<file path="config.mk">
export PLATFORM = sky130hd
export DESIGN_NAME = line_ram_ctrl_flat
export DESIGN_NICKNAME = d
export VERILOG_FILES = /design/src/rtl/line_ram_ctrl_if.sv /design/src/rtl/line_ram_ctrl.sv /design/src/flat_wrapper.sv
export SDC_FILE = /design/constraint.sdc
export NUM_CORES = 1
export LEC_CHECK = 0
export CORE_AREA = 2 2 210 212
export DETAILED_ROUTE_END_ITERATION = 12
export DIE_AREA = 0 0 212 214
export GPL_TIMING_DRIVEN = 1
export REMOVE_ABC_BUFFERS = 1
export SLEW_MARGIN = 15
export SYNTH_ARGS = -nofsm -noshare
export SYNTH_HDL_FRONTEND = slang
export SYNTH_SLANG_ARGS = --single-unit
</file>
<file path="constraint.sdc">
create_clock -name i_clk -period 3.71 [get_ports i_clk]
set_input_delay 0.5565 -clock i_clk [delete_from_list [all_inputs] [get_ports i_clk]]
set_output_delay 0.5565 -clock i_clk [all_outputs]
set_load 0.02 [all_outputs]
</file>
<file path="src/rtl/line_ram_ctrl_if.sv">
// rtl/line_ram_ctrl_if.sv - request, grant and RAM-port bundle for line_ram_ctrl
//
// Purpose: groups the lookup-side read port, the line-fill write port, the
// flush/busy pair and the line RAM ports into one bundle.
// Ports (signals):
//   i_flush, o_busy                       flush pulse / controller busy
//   i_rd_req, i_rd_addr, o_rd_gnt          read request and grant
//   o_rd_valid, o_rd_data                  read return
//   i_wr_req, i_wr_addr, i_wr_data, o_wr_gnt  write request and grant
//   o_ram_address, o_ram_write_data,
//   o_ram_write_enable, i_ram_read_data    line RAM ports
// Modports: slave = controller side, master = requester/RAM side.
interface line_ram_ctrl_if #(
   parameter int DATA_WIDTH    = 128,
   parameter int ADDRESS_WIDTH = 7
);
   logic                     i_flush;
   logic                     o_busy;
   logic                     i_rd_req;
   logic [ADDRESS_WIDTH-1:0] i_rd_addr;
   logic                     o_rd_gnt;
   logic                     o_rd_valid;
   logic [DATA_WIDTH-1:0]    o_rd_data;
   logic                     i_wr_req;
   logic [ADDRESS_WIDTH-1:0] i_wr_addr;
   logic [DATA_WIDTH-1:0]    i_wr_data;
   logic                     o_wr_gnt;
   logic [ADDRESS_WIDTH-1:0] o_ram_address;
   logic [DATA_WIDTH-1:0]    o_ram_write_data;
   logic                     o_ram_write_enable;
   logic [DATA_WIDTH-1:0]    i_ram_read_data;

   modport slave (
      input  i_flush, i_rd_req, i_rd_addr, i_wr_req, i_wr_addr, i_wr_data,
             i_ram_read_data,
      output o_busy, o_rd_gnt, o_rd_valid, o_rd_data, o_wr_gnt,
             o_ram_address, o_ram_write_data, o_ram_write_enable
   );

   modport master (
      output i_flush, i_rd_req, i_rd_addr, i_wr_req, i_wr_addr, i_wr_data,
             i_ram_read_data,
      input  o_busy, o_rd_gnt, o_rd_valid, o_rd_data, o_wr_gnt,
             o_ram_address, o_ram_write_data, o_ram_write_enable
   );
endinterface

</file>
<file path="src/rtl/line_ram_ctrl.sv">
// rtl/line_ram_ctrl.sv - shares one single-port line RAM between a reader and a writer
//
// Purpose: zero-clears the whole line RAM after reset and on every flush,
// then arbitrates one grant per cycle between the read and write requesters
// (alternating on ties) and drives every RAM port.
// Ports:
//   i_clk    clock, all state changes on the rising edge
//   i_rst_n  asynchronous active-low reset
//   bus      line_ram_ctrl_if slave: flush/busy, read and write ports, RAM ports
module line_ram_ctrl #(
   parameter int DATA_WIDTH    = 128,
   parameter int ADDRESS_WIDTH = 7
) (
   input  logic           i_clk,
   input  logic           i_rst_n,
   line_ram_ctrl_if.slave bus
);

   typedef enum logic [1:0] {START, CLEAR, RUN} state_t;

   localparam logic [ADDRESS_WIDTH-1:0] LAST_LINE = '1;
   localparam logic GNT_RD = 1'b0;
   localparam logic GNT_WR = 1'b1;

   state_t                   state;
   logic                     busy_q;
   logic [ADDRESS_WIDTH-1:0] clr_cnt;
   logic                     last_gnt;
   logic [1:0]               rd_pipe;
   logic [ADDRESS_WIDTH-1:0] addr_q;
   logic [DATA_WIDTH-1:0]    data_q;

   logic                     arb_ok;
   logic                     rd_gnt;
   logic                     wr_gnt;
   logic [ADDRESS_WIDTH-1:0] ram_address;
   logic [DATA_WIDTH-1:0]    ram_write_data;
   logic                     ram_write_enable;

   // A flush in RUN takes priority over any request that cycle.
   always_comb begin
      arb_ok = (state == RUN) && !bus.i_flush;
      rd_gnt = arb_ok && bus.i_rd_req && (!bus.i_wr_req || last_gnt == GNT_WR);
      wr_gnt = arb_ok && bus.i_wr_req && (!bus.i_rd_req || last_gnt == GNT_RD);
   end

   // RAM port mux; with no grant the address/data registers replay the last
   // values driven so the RAM inputs stay quiet.
   always_comb begin
      ram_address      = addr_q;
      ram_write_data   = data_q;
      ram_write_enable = 1'b0;
      if (state == CLEAR) begin
         ram_address      = clr_cnt;
         ram_write_data   = '0;
         ram_write_enable = 1'b1;
      end else if (rd_gnt) begin
         ram_address = bus.i_rd_addr;
      end else if (wr_gnt) begin
         ram_address      = bus.i_wr_addr;
         ram_write_data   = bus.i_wr_data;
         ram_write_enable = 1'b1;
      end
   end

   always_ff @(posedge i_clk or negedge i_rst_n) begin
      if (!i_rst_n) begin
         state   <= START;
         busy_q  <= 1'b1;
         clr_cnt <= '0;
      end else begin
         case (state)
            START: begin
               state   <= CLEAR;
               busy_q  <= 1'b1;
               clr_cnt <= '0;
            end
            CLEAR: begin
               if (bus.i_flush) begin
                  clr_cnt <= '0;
               end else if (clr_cnt == LAST_LINE) begin
                  state   <= RUN;
                  busy_q  <= 1'b0;
                  clr_cnt <= '0;
               end else begin
                  clr_cnt <= clr_cnt + 1'b1;
               end
            end
            RUN: begin
               if (bus.i_flush) begin
                  state   <= CLEAR;
                  busy_q  <= 1'b1;
                  clr_cnt <= '0;
               end
            end
            default: begin
               state  <= START;
               busy_q <= 1'b1;
            end
         endcase
      end
   end

   // Read-valid pipe ignores state so reads granted before a flush complete.
   always_ff @(posedge i_clk or negedge i_rst_n) begin
      if (!i_rst_n) begin
         last_gnt <= GNT_WR;
         rd_pipe  <= '0;
         addr_q   <= '0;
         data_q   <= '0;
      end else begin
         rd_pipe <= {rd_pipe[0], rd_gnt};
         addr_q  <= ram_address;
         data_q  <= ram_write_data;
         if (rd_gnt) begin
            last_gnt <= GNT_RD;
         end else if (wr_gnt) begin
            last_gnt <= GNT_WR;
         end
      end
   end

   assign bus.o_busy             = busy_q;
   assign bus.o_rd_gnt           = rd_gnt;
   assign bus.o_wr_gnt           = wr_gnt;
   assign bus.o_rd_valid         = rd_pipe[1];
   assign bus.o_rd_data          = bus.i_ram_read_data;
   assign bus.o_ram_address      = ram_address;
   assign bus.o_ram_write_data   = ram_write_data;
   assign bus.o_ram_write_enable = ram_write_enable;

endmodule
</file>
<file path="src/flat_wrapper.sv">
// flat-port wrapper written by rule: the top's interface ports become plain ports
module line_ram_ctrl_flat 
#(
   parameter int DATA_WIDTH    = 128,
   parameter int ADDRESS_WIDTH = 7
)
  (i_clk, i_rst_n, bus_i_flush, bus_i_rd_req, bus_i_rd_addr, bus_i_wr_req, bus_i_wr_addr, bus_i_wr_data, bus_i_ram_read_data, bus_o_busy, bus_o_rd_gnt, bus_o_rd_valid, bus_o_rd_data, bus_o_wr_gnt, bus_o_ram_address, bus_o_ram_write_data, bus_o_ram_write_enable);
  line_ram_ctrl_if #(.DATA_WIDTH(DATA_WIDTH), .ADDRESS_WIDTH(ADDRESS_WIDTH)) bus_i ();
  input  logic i_clk;
  input  logic i_rst_n;
  input wire logic [$bits(bus_i.i_flush)-1:0] bus_i_flush;
  input wire logic [$bits(bus_i.i_rd_req)-1:0] bus_i_rd_req;
  input wire logic [$bits(bus_i.i_rd_addr)-1:0] bus_i_rd_addr;
  input wire logic [$bits(bus_i.i_wr_req)-1:0] bus_i_wr_req;
  input wire logic [$bits(bus_i.i_wr_addr)-1:0] bus_i_wr_addr;
  input wire logic [$bits(bus_i.i_wr_data)-1:0] bus_i_wr_data;
  input wire logic [$bits(bus_i.i_ram_read_data)-1:0] bus_i_ram_read_data;
  output wire logic [$bits(bus_i.o_busy)-1:0] bus_o_busy;
  output wire logic [$bits(bus_i.o_rd_gnt)-1:0] bus_o_rd_gnt;
  output wire logic [$bits(bus_i.o_rd_valid)-1:0] bus_o_rd_valid;
  output wire logic [$bits(bus_i.o_rd_data)-1:0] bus_o_rd_data;
  output wire logic [$bits(bus_i.o_wr_gnt)-1:0] bus_o_wr_gnt;
  output wire logic [$bits(bus_i.o_ram_address)-1:0] bus_o_ram_address;
  output wire logic [$bits(bus_i.o_ram_write_data)-1:0] bus_o_ram_write_data;
  output wire logic [$bits(bus_i.o_ram_write_enable)-1:0] bus_o_ram_write_enable;
  assign bus_i.i_flush = bus_i_flush;
  assign bus_i.i_rd_req = bus_i_rd_req;
  assign bus_i.i_rd_addr = bus_i_rd_addr;
  assign bus_i.i_wr_req = bus_i_wr_req;
  assign bus_i.i_wr_addr = bus_i_wr_addr;
  assign bus_i.i_wr_data = bus_i_wr_data;
  assign bus_i.i_ram_read_data = bus_i_ram_read_data;
  assign bus_o_busy = bus_i.o_busy;
  assign bus_o_rd_gnt = bus_i.o_rd_gnt;
  assign bus_o_rd_valid = bus_i.o_rd_valid;
  assign bus_o_rd_data = bus_i.o_rd_data;
  assign bus_o_wr_gnt = bus_i.o_wr_gnt;
  assign bus_o_ram_address = bus_i.o_ram_address;
  assign bus_o_ram_write_data = bus_i.o_ram_write_data;
  assign bus_o_ram_write_enable = bus_i.o_ram_write_enable;
  line_ram_ctrl #(.DATA_WIDTH(DATA_WIDTH), .ADDRESS_WIDTH(ADDRESS_WIDTH)) u_core (.i_clk(i_clk), .i_rst_n(i_rst_n), .bus(bus_i));
endmodule
</file>
=== Word level (Yosys, flattened, before mapping) ===
Index checks and enable logic that the tools add are counted.
W data, S select, Z words.

* Register bits after elaboration: 148
* Logic and storage cells: 53
* Input bits: 275
* Output and inout port bits: 268

* Equality and inequality tests: 6
* Multiplexer cells: 23
* Add/subtract/negate cells: 1
* Bitwise operators: 1
* Reductions and logical operators: 15

{| class="wikitable"
|+ Operators by type and width
! kind !! number
|-
| $mux W128 || 3
|-
| $mux W7 || 6
|-
| $pmux W7 S3 || 1
|-
| $mux W1 || 8
|-
| $add A7 B1 Y7 const B || 1
|-
| $eq A7 B7 Y1 const B || 1
|-
| $mux W2 || 3
|-
| $ne A2 B2 Y1 const B || 3
|-
| $pmux W2 S3 || 1
|-
| $logic_and A1 B1 Y1 || 5
|-
| $logic_not A1 Y1 || 3
|-
| $reduce_and A3 Y1 || 1
|-
| $reduce_bool A3 Y1 || 1
|-
| $eq A2 B1 Y1 const B || 1
|-
| $eq A2 B2 Y1 const B || 1
|-
| $logic_not A2 Y1 || 1
|-
| $logic_or A1 B1 Y1 || 2
|-
| $pmux W1 S2 || 1
|-
| $reduce_and A2 Y1 || 1
|-
| $reduce_bool A2 Y1 || 1
|-
| $not A1 Y1 || 1
|}

=== Logic depth before layout (Yosys ltp) ===
Gate-level depths: netlist of the first run.

* Word-level depth: 7
* Gate-level depth with buffers: 9
* Mapped depth without buffers: 5

=== Worst setup path before layout of the first run ===
Ideal clock, no wire load.

* Kind: input-to-output
* Start point: input bus_i_flush
* End point: output bus_o_ram_write_data[108]
* Buffers on the path: 4
* Arrival: 1.954 ns
* Data required time: 3.154 ns
* Slack: 1.200 ns
* Stages on the path: 9
* Path through: buf_2 nor3b_2 nand3_2 inv_2 buf_6 buf_6 buf_4 nand2_1 a21oi_1

* Cells in the longest elaborated chain, start to end: 7
* Elaborated cells on any way between the ends: 9
* Those cells by class: mux (3); reduce/logical (6)

{| class="wikitable"
|+ RTL lines
! item !! RTL line !! source
|-
| start, declared || flat_wrapper.sv:11 || <nowiki>input wire logic [$bits(bus_i.i_flush)-1:0] bus_i_flush;</nowiki>
|-
| $logic_not A1 Y1 (*) || line_ram_ctrl.sv:42 || <nowiki>arb_ok = (state == RUN) && !bus.i_flush;</nowiki>
|-
| $logic_and A1 B1 Y1 (*) || line_ram_ctrl.sv:42 ||
|-
| $logic_and A1 B1 Y1 (2 in a row) || line_ram_ctrl.sv:44 || <nowiki>wr_gnt = arb_ok && bus.i_wr_req && (!bus.i_rd_req || last_gnt == GNT_RD);</nowiki>
|-
| $mux W128 || line_ram_ctrl.sv:59 || <nowiki>end else if (wr_gnt) begin</nowiki>
|-
| $mux W128 (*) || line_ram_ctrl.sv:57 || <nowiki>end else if (rd_gnt) begin</nowiki>
|-
| $mux W128 (*) || line_ram_ctrl.sv:53 || <nowiki>if (state == CLEAR) begin</nowiki>
|-
| end, declared || flat_wrapper.sv:24 || <nowiki>output wire logic [$bits(bus_i.o_ram_write_data)-1:0] bus_o_ram_write_data;</nowiki>
|}

Mark *: on every way between the ends. The rest lies on a longest branch, timed or not.

=== Final worst setup path of the first run ===
* Start point: register u_core.state[1]
* End point: output bus_o_ram_write_data[91]

* Cells in the longest elaborated chain, start to end: 7
* Elaborated cells on any way between the ends: 10
* Those cells by class: eq/ne (2); mux (3); reduce/logical (5)

{| class="wikitable"
|+ RTL lines
! item !! RTL line !! source
|-
| start, declared || line_ram_ctrl.sv:25 || <nowiki>state_t state;</nowiki>
|-
| start signal, assigned || line_ram_ctrl.sv:68 || <nowiki>state <= START;</nowiki>
|-
| start signal, assigned || line_ram_ctrl.sv:74 || <nowiki>state <= CLEAR;</nowiki>
|-
| start signal, assigned || line_ram_ctrl.sv:82 || <nowiki>state <= RUN;</nowiki>
|-
| $eq A2 B2 Y1 || line_ram_ctrl.sv:42 ||
|-
| $logic_and A1 B1 Y1 || line_ram_ctrl.sv:42 ||
|-
| $logic_and A1 B1 Y1 (2 in a row) || line_ram_ctrl.sv:44 ||
|-
| $mux W128 || line_ram_ctrl.sv:59 ||
|-
| $mux W128 || line_ram_ctrl.sv:57 ||
|-
| $mux W128 (*) || line_ram_ctrl.sv:53 ||
|}

Marks and branches as above.

==> results of run 1 <==
==> power breakdown <==
group          leakage [nW]  switching, mW  internal (mW)
registers              2.05        0.00853           1.62
logic                  1.41         0.0783          0.155
clock network         0.273          0.791          0.958
total                  3.73          0.878           2.74
==> layout make-up <==
class                   instances  area, um2  area share
clock buffers                  18      439.2     0.04344
clock inverters                14      141.4     0.01398
inverters                       5      21.27    0.002104
multi-input cells             446       2054      0.2032
flip-flops and latches        148       3706      0.3665
well taps                     585      732.0     0.07239
repair buffers                298       3017      0.2984
==> kinds of logic (layout without fill, tap and decap cells) <==
kind of cell    Yosys count  in the layout  share of synthesized area
flops                   148            148                     0.5269
compound gates          164            164                     0.1288
buf+inv                 181            335                     0.1832
simple gates            281            281                     0.1594
fa+ha+maj                 1              1                   0.001778
==> registers in the layout, indices dropped and copies added (netlist names) <==
register and flops:
u_core.last_gnt 1, u_core.state 2, u_core.rd_pipe 2, u_core.bus.o_busy 1
u_core.data_q 128, u_core.clr_cnt 7, u_core.addr_q 7
==> worst max-delay path, stage by stage (launching register included) <==
cell and delay [ps]:
sky130_fd_sc_hd__dfrtp_1 540, sky130_fd_sc_hd__nor3b_2 330, sky130_fd_sc_hd__nand3_4 140, sky130_fd_sc_hd__inv_4 130, sky130_fd_sc_hd__buf_4 350, sky130_fd_sc_hd__nand2_1 100
sky130_fd_sc_hd__a21oi_1 180, sky130_fd_sc_hd__clkdlybuf4s50_1 680
==> stage by stage <==
stage / power, mW / setup TNS [ps] / instance area, um2
after floorplan: 1.680 / -648960 / 5764
after global placement: 1.895 / 0 / 9530
after detailed placement: 1.896 / 0 / 9530
after CTS: 3.672 / 0 / 10110
after global routing: 3.754 / 0 / 10110
final: 3.613 / 0 / 10110
==> routing by layer <==
metal | track usage | vias to the layer above | routed length, um
li1 | - | 2660 | -
met1 | 0.1218 | 2777 | 10290
met2 | 0.3236 | 589 | 21480
met3 | 0.3239 | 28 | 15600
met4 | 0.03709 | 4 | 492
met5 | 0.04310 | - | 227
==> cells in the final DEF (no fill, tap or decap), types with 4 or more instances in the layout <==
cell / netlist / routed
sky130_fd_sc_hd__a21oi_1: 134 / 134
sky130_fd_sc_hd__a221o_1: 7 / 7
sky130_fd_sc_hd__a22o_1: 8 / 8
sky130_fd_sc_hd__and3_1: 4 / 4
sky130_fd_sc_hd__buf_12: 0 / 5
sky130_fd_sc_hd__buf_4: 130 / 7
sky130_fd_sc_hd__clkbuf_16: 0 / 17
sky130_fd_sc_hd__clkdlybuf4s50_1: 0 / 285
sky130_fd_sc_hd__clkinvlp_4: 0 / 4
sky130_fd_sc_hd__dfrtp_1: 146 / 146
sky130_fd_sc_hd__inv_1: 4 / 4
sky130_fd_sc_hd__inv_6: 0 / 6
sky130_fd_sc_hd__nand2_1: 263 / 263
sky130_fd_sc_hd__o21ai_0: 7 / 7
==> worst min-delay path by stage <==
stage	start	to	slack, ps
floorplan	i_rst_n	u_core.addr_q[0]	260
global placement	u_core.rd_pipe[0]	u_core.rd_pipe[1]	340
detailed placement	u_core.rd_pipe[0]	u_core.rd_pipe[1]	340
CTS	i_rst_n	u_core.data_q[30]	140
global route	i_rst_n	u_core.data_q[102]	160
finish	i_rst_n	u_core.data_q[102]	120
==> results.json, run 1 <==
{
  "cts_setup_buffers": 0,
  "hpwl_reported_at_the_end_of_detailed_placement_mm": 40.90,
  "cap_violations": 0,
  "drt_pre_antenna_iters": 5,
  "outcome": "complete, no violations",
  "cts_buffers": 17,
  "grt_setup_unrepaired": "false",
  "crit_required_ps": 3150,
  "die_h_um": 214,
  "core_region_area_um2": 42890,
  "first_global_vias": 5940,
  "place_inst": 1482,
  "yosys_register_bits": 148,
  "vdd_ir_drop_max_mv": 0.3067,
  "detail_route.wirelength_mm": 48.09,
  "hold_viol": 0,
  "initialDrtViolationCount": 412,
  "n_antenna_cell": 0,
  "tightestPinTransition_ps": 719.5,
  "fill_cells": 4671,
  "leakage_nw": 3.731,
  "fp.dieW_um": 212,
  "edff_count_synth": 0,
  "clock-sinks": 148,
  "synth_area_per_cell_um2": 9.076,
  "cts_tree": "built",
  "total_nets_final": 1192,
  "finalSetupViolations": 0,
  "whs_ps": 124.3,
  "post_synth_most_frequent_cells": "sky130_fd_sc_hd__nand2_1, sky130_fd_sc_hd__dfrtp_1, sky130_fd_sc_hd__a21oi_1",
  "cts_max_path_buffers": 2,
  "cts_repair_resized_insts": 0,
  "htree_num_levels": 4,
  "final_critical_path_setup_slack_ps": 238.8,
  "timing.rr.start": "u_core.state[1]",
  "finalWeightedCongestion": 0.9317,
  "viasPerCell": 4.001,
  "synth.distinct_cells": 31,
  "count_of_yosys_warnings_during_synthesis": 0,
  "path_clk_slew_ps": 70,
  "ctsRootBufferMaster": "sky130_fd_sc_hd__clkbuf_16",
  "ff2ff_setup_slack_ps": 1790,
  "post_synth_instance_area_um2": 7034,
  "non_filler_instances": 1514,
  "finClkSkew_ps": 9.021,
  "clock_latency_ps": 450,
  "grt_max_degree": 79,
  "setup.worst_path.class": "reg -> out",
  "min_path_type": "in -> async",
  "cp-end-kind": "primary output",
  "postSynth.topFlopCell": "sky130_fd_sc_hd__dfrtp_1",
  "portBuffers": 286,
  "netlist_top_cells_area": "sky130_fd_sc_hd__dfrtp_1, sky130_fd_sc_hd__nand2_1, sky130_fd_sc_hd__buf_4, sky130_fd_sc_hd__a21oi_1, sky130_fd_sc_hd__buf_6",
  "crit_path_end": "bus_o_ram_write_data[91]",
  "grt_first_pass_wirelength_mm": 61.01,
  "clock.fmax_ghz": 0.2881,
  "finish.utilization": 0.2358,
  "globalRouteOverflowTotal": 0,
  "track_usage": 0.2087,
  "start_kind": "flip-flop",
  "number_of_standard_cell_rows_in_the_floorplan": 76,
  "area_of_the_die_um2": 45370,
  "synthDominantCellAreaShare": 0.5194,
  "synthArstFlopShare": 1.000,
  "drc": 0,
  "cts_hold_buf": 0,
  "synth.yosys.seq_area_share": 0.5269,
  "slew_headroom": 0.5203,
  "startpoint": "u_core.state[1]",
  "critPathArrivalTime_ps": 2910,
  "synth.most_common_cell": "sky130_fd_sc_hd__nand2_1",
  "syn2layout_area_growth_pct": 43.74,
  "post-route-period-util": 0.9356,
  "syn_inst": 775,
  "initial_core_utilization": 0.1640,
  "ant_nets": 0,
  "synth_top_cell_by_area": "sky130_fd_sc_hd__dfrtp_1",
  "ios": 543,
  "drive_gt1_frac": 0.05705,
  "critical_path.reg2reg.endpoint": "u_core.addr_q[6]",
  "period_needed_ps": 3471,
  "wl_per_cell_um": 31.77,
  "antenna_found_initial": 0,
  "reg2regPathDepth": 4,
  "routed-via-count": 6058,
  "power.density_cell_area_nw_per_um2": 357.4,
  "pre_cts_setup_slack_ps": 274.7,
  "report.final.slew_viol_count": 0,
  "timing.critical_path.fanout_max": 34
}
(Power assumes the default switching activity.)
==> run 2: changes to the inputs <==
Settings changed: ABC_AREA from default to 1, CORE_AREA 2 2 210 212 to 2 2 211 213, DIE_AREA 0 0 212 214 to 0 0 213 215.
==> results.json, run 2 <==
{
  "synth_top_cell_by_area": "sky130_fd_sc_hd__dfrtp_1",
  "core_region_area_um2": 43640,
  "cp-end-kind": "primary output",
  "post_synth_instance_area_um2": 7134,
  "commonest_non_fill_non_tap_cell_in_the_layout": "sky130_fd_sc_hd__nor2_1",
  "tightestPinTransition_ps": 725.6,
  "final_critical_path_setup_slack_ps": 154.9,
  "synth.most_common_cell": "sky130_fd_sc_hd__nor2_1",
  "synth_area_per_cell_um2": 8.648,
  "area_of_the_die_um2": 45800,
  "syn_inst": 825,
  "yosys_register_bits": 148,
  "finalWeightedCongestion": 0.9638,
  "portBuffers": 286,
  "cts_max_path_buffers": 2,
  "clock.fmax_ghz": 0.2813,
  "initialDrtViolationCount": 376,
  "ant_nets": 0,
  "finClkSkew_ps": 17.49,
  "synth.distinct_cells": 26,
  "drive_gt1_frac": 0.05810,
  "globalRouteOverflowTotal": 0,
  "track_usage": 0.2183,
  "ios": 543,
  "die_h_um": 215,
  "leakage_nw": 3.940,
  "start_kind": "primary input",
  "regMostFlops": "u_core.data_q",
  "crit_required_ps": 3150,
  "initial_core_utilization": 0.1635,
  "syn2layout_area_growth_pct": 43.39,
  "first_global_vias": 6097,
  "grt_first_pass_wirelength_mm": 62.84,
  "viasPerCell": 3.978,
  "antenna_found_initial": 0,
  "grt_max_degree": 145,
  "synth.yosys.seq_area_share": 0.5195,
  "period_needed_ps": 3555,
  "drc": 0,
  "post-route-period-util": 0.9582,
  "count_of_yosys_warnings_during_synthesis": 0,
  "cts_tree": "built",
  "number_of_standard_cell_rows_in_the_floorplan": 77,
  "synthDominantCellAreaShare": 0.5121,
  "htree_num_levels": 4,
  "post_synth_most_frequent_cells": "sky130_fd_sc_hd__nor2_1, sky130_fd_sc_hd__dfrtp_1, sky130_fd_sc_hd__o21ai_0",
  "vdd_ir_drop_max_mv": 0.1914,
  "grt_setup_unrepaired": "false",
  "netlist_top_cells_area": "sky130_fd_sc_hd__dfrtp_1, sky130_fd_sc_hd__nor2_1, sky130_fd_sc_hd__buf_4, sky130_fd_sc_hd__o21ai_0, sky130_fd_sc_hd__buf_6",
  "pre_cts_setup_slack_ps": 192.8,
  "cap_violations": 0,
  "power.density_cell_area_nw_per_um2": 349.8,
  "wl_per_cell_um": 32.17,
  "ctsRootBufferMaster": "sky130_fd_sc_hd__clkbuf_16",
  "setup-tns-final_ps": 0,
  "timing.critical_path.fanout_max": 66,
  "setup.worst_path.class": "in -> out",
  "hpwl_reported_at_the_end_of_detailed_placement_mm": 43.35,
  "min_path_type": "in -> async",
  "detail_route.wirelength_mm": 50.61,
  "drt_pre_antenna_iters": 5,
  "largest_registers": "u_core.data_q (128), u_core.addr_q (7), u_core.clr_cnt (7)",
  "n_antenna_cell": 0,
  "slew_headroom": 0.5163,
  "report.final.slew_viol_count": 0,
  "critPathArrivalTime_ps": 3000,
  "routed-via-count": 6257,
  "fp.dieW_um": 213,
  "final_cell_mix": "sky130_fd_sc_hd__nor2_1, sky130_fd_sc_hd__clkdlybuf4s50_1, sky130_fd_sc_hd__dfrtp_1, sky130_fd_sc_hd__o21ai_0, sky130_fd_sc_hd__nand3_1",
  "path_clk_slew_ps": 70,
  "clock_latency_ps": 490,
  "synthArstFlopShare": 1.000,
  "flip_flop_count_of_the_largest_register_all_copies_and_words_added": 128,
  "cts_setup_buffers": 0,
  "clock-sinks": 148,
  "total_nets_final": 1244,
  "finalSetupViolations": 0,
  "hold_viol": 0,
  "edff_count_synth": 0,
  "cts_buffers": 17,
  "postSynth.topFlopCell": "sky130_fd_sc_hd__dfrtp_1",
  "outcome": "complete, no violations"
}
## run 2: cell count changes after synthesis, sizes merged, moves of 3 or more
cell and change:
nor2 +290, nand2 -244, a21oi -129, o21ai +126, nand3 +23, inv +17
buf -13, clkbuf +9, a22o -8, a221o -7, and3 -4, o22ai +3
## run 2: what timing repair did
item | 4_1_cts | 5_1_grt
endpoints found under the setup margin | 0 | 1
gates resized for setup | 0 | 1
hold buffers | 0 | 0
## run 2: layer usage
metal  vias to the layer above  wire [um]  track usage
met4                         8        720      0.04639
li1                       2778          -            -
met2                       590      23990       0.3580
met3                        37      15250       0.3186
met5                         -        334      0.05388
met1                      2844      10320       0.1199
## run 2: cells by family (layout without fill, tap and decap cells)
kind of cell / after synthesis / in the layout / share of synthesized area
adders and majority gates: 1 / 1 / 0.001753
xor gates and xnor gates: 1 / 1 / 0.001228
AOI/OAI and AO/OA: 143 / 143 / 0.1040
buffers and inverters: 194 / 350 / 0.1857
and+or+nand+nor: 338 / 338 / 0.1878
DFF: 148 / 148 / 0.5195
## run 2: final cells by class
type / count / area (um2)
clock buffer: 19 / 442.9
clock inverter: 13 / 126.4
fill: 4735 / 33410
inverter: 22 / 86.33
multi-input combinational: 483 / 2103
sequential: 148 / 3706
tap: 592 / 740.7
timing repair buffer: 296 / 3024
## run 2: power breakdown
| group | internal [mW] | switching (mW) |
|---|---|---|
| Clock | 0.946 | 0.788 |
| Sequential | 1.62 | 0.00477 |
| Combinational | 0.149 | 0.0725 |
## run 2: final timing paths
| path | start | cells past startpoint | to | slack [ps] |
|---|---|---|---|---|
| max reg2reg | u_core.state[0] | 6 | u_core.data_q[93] | 1940 |
| max | bus_i_flush | 11 | bus_o_ram_write_data[95] | 150 |
| max in group asynchronous | i_rst_n | 2 | u_core.bus.o_busy | 2760 |
| min reg2reg | u_core.rd_pipe[0] | 0 | u_core.rd_pipe[1] | 350 |
| min in group i_clk | u_core.rd_pipe[0] | 0 | u_core.rd_pipe[1] | 350 |
| min | i_rst_n | 1 | u_core.data_q[68] | 80 |
## run 2: worst max-delay path: stages
cell and delay [ps]:
sky130_fd_sc_hd__clkdlybuf4s50_1 460, sky130_fd_sc_hd__inv_2 130, sky130_fd_sc_hd__nand2_4 80, sky130_fd_sc_hd__nor2_8 100, sky130_fd_sc_hd__nand2_4 60, sky130_fd_sc_hd__buf_12 170
sky130_fd_sc_hd__inv_4 130, sky130_fd_sc_hd__buf_12 280, sky130_fd_sc_hd__nor2_1 80, sky130_fd_sc_hd__nor2_1 170, sky130_fd_sc_hd__clkdlybuf4s50_1 650
## run 2: per-stage QoR
step / total power, mW / std cells / utilization / cell area [um2] / hold WS (ps)
global route: 3.723 / 1573 / 0.2344 / 10230 / 113.9
detailed placement: 1.877 / 1541 / 0.2213 / 9658 / 338.9
floorplan: 1.672 / 653 / - / 5892 / 260.9
global placement: 1.876 / 1541 / 0.2213 / 9658 / 336.2
finish: 3.579 / 1573 / 0.2344 / 10230 / 77.34
CTS: 3.650 / 1573 / 0.2343 / 10230 / 95.81
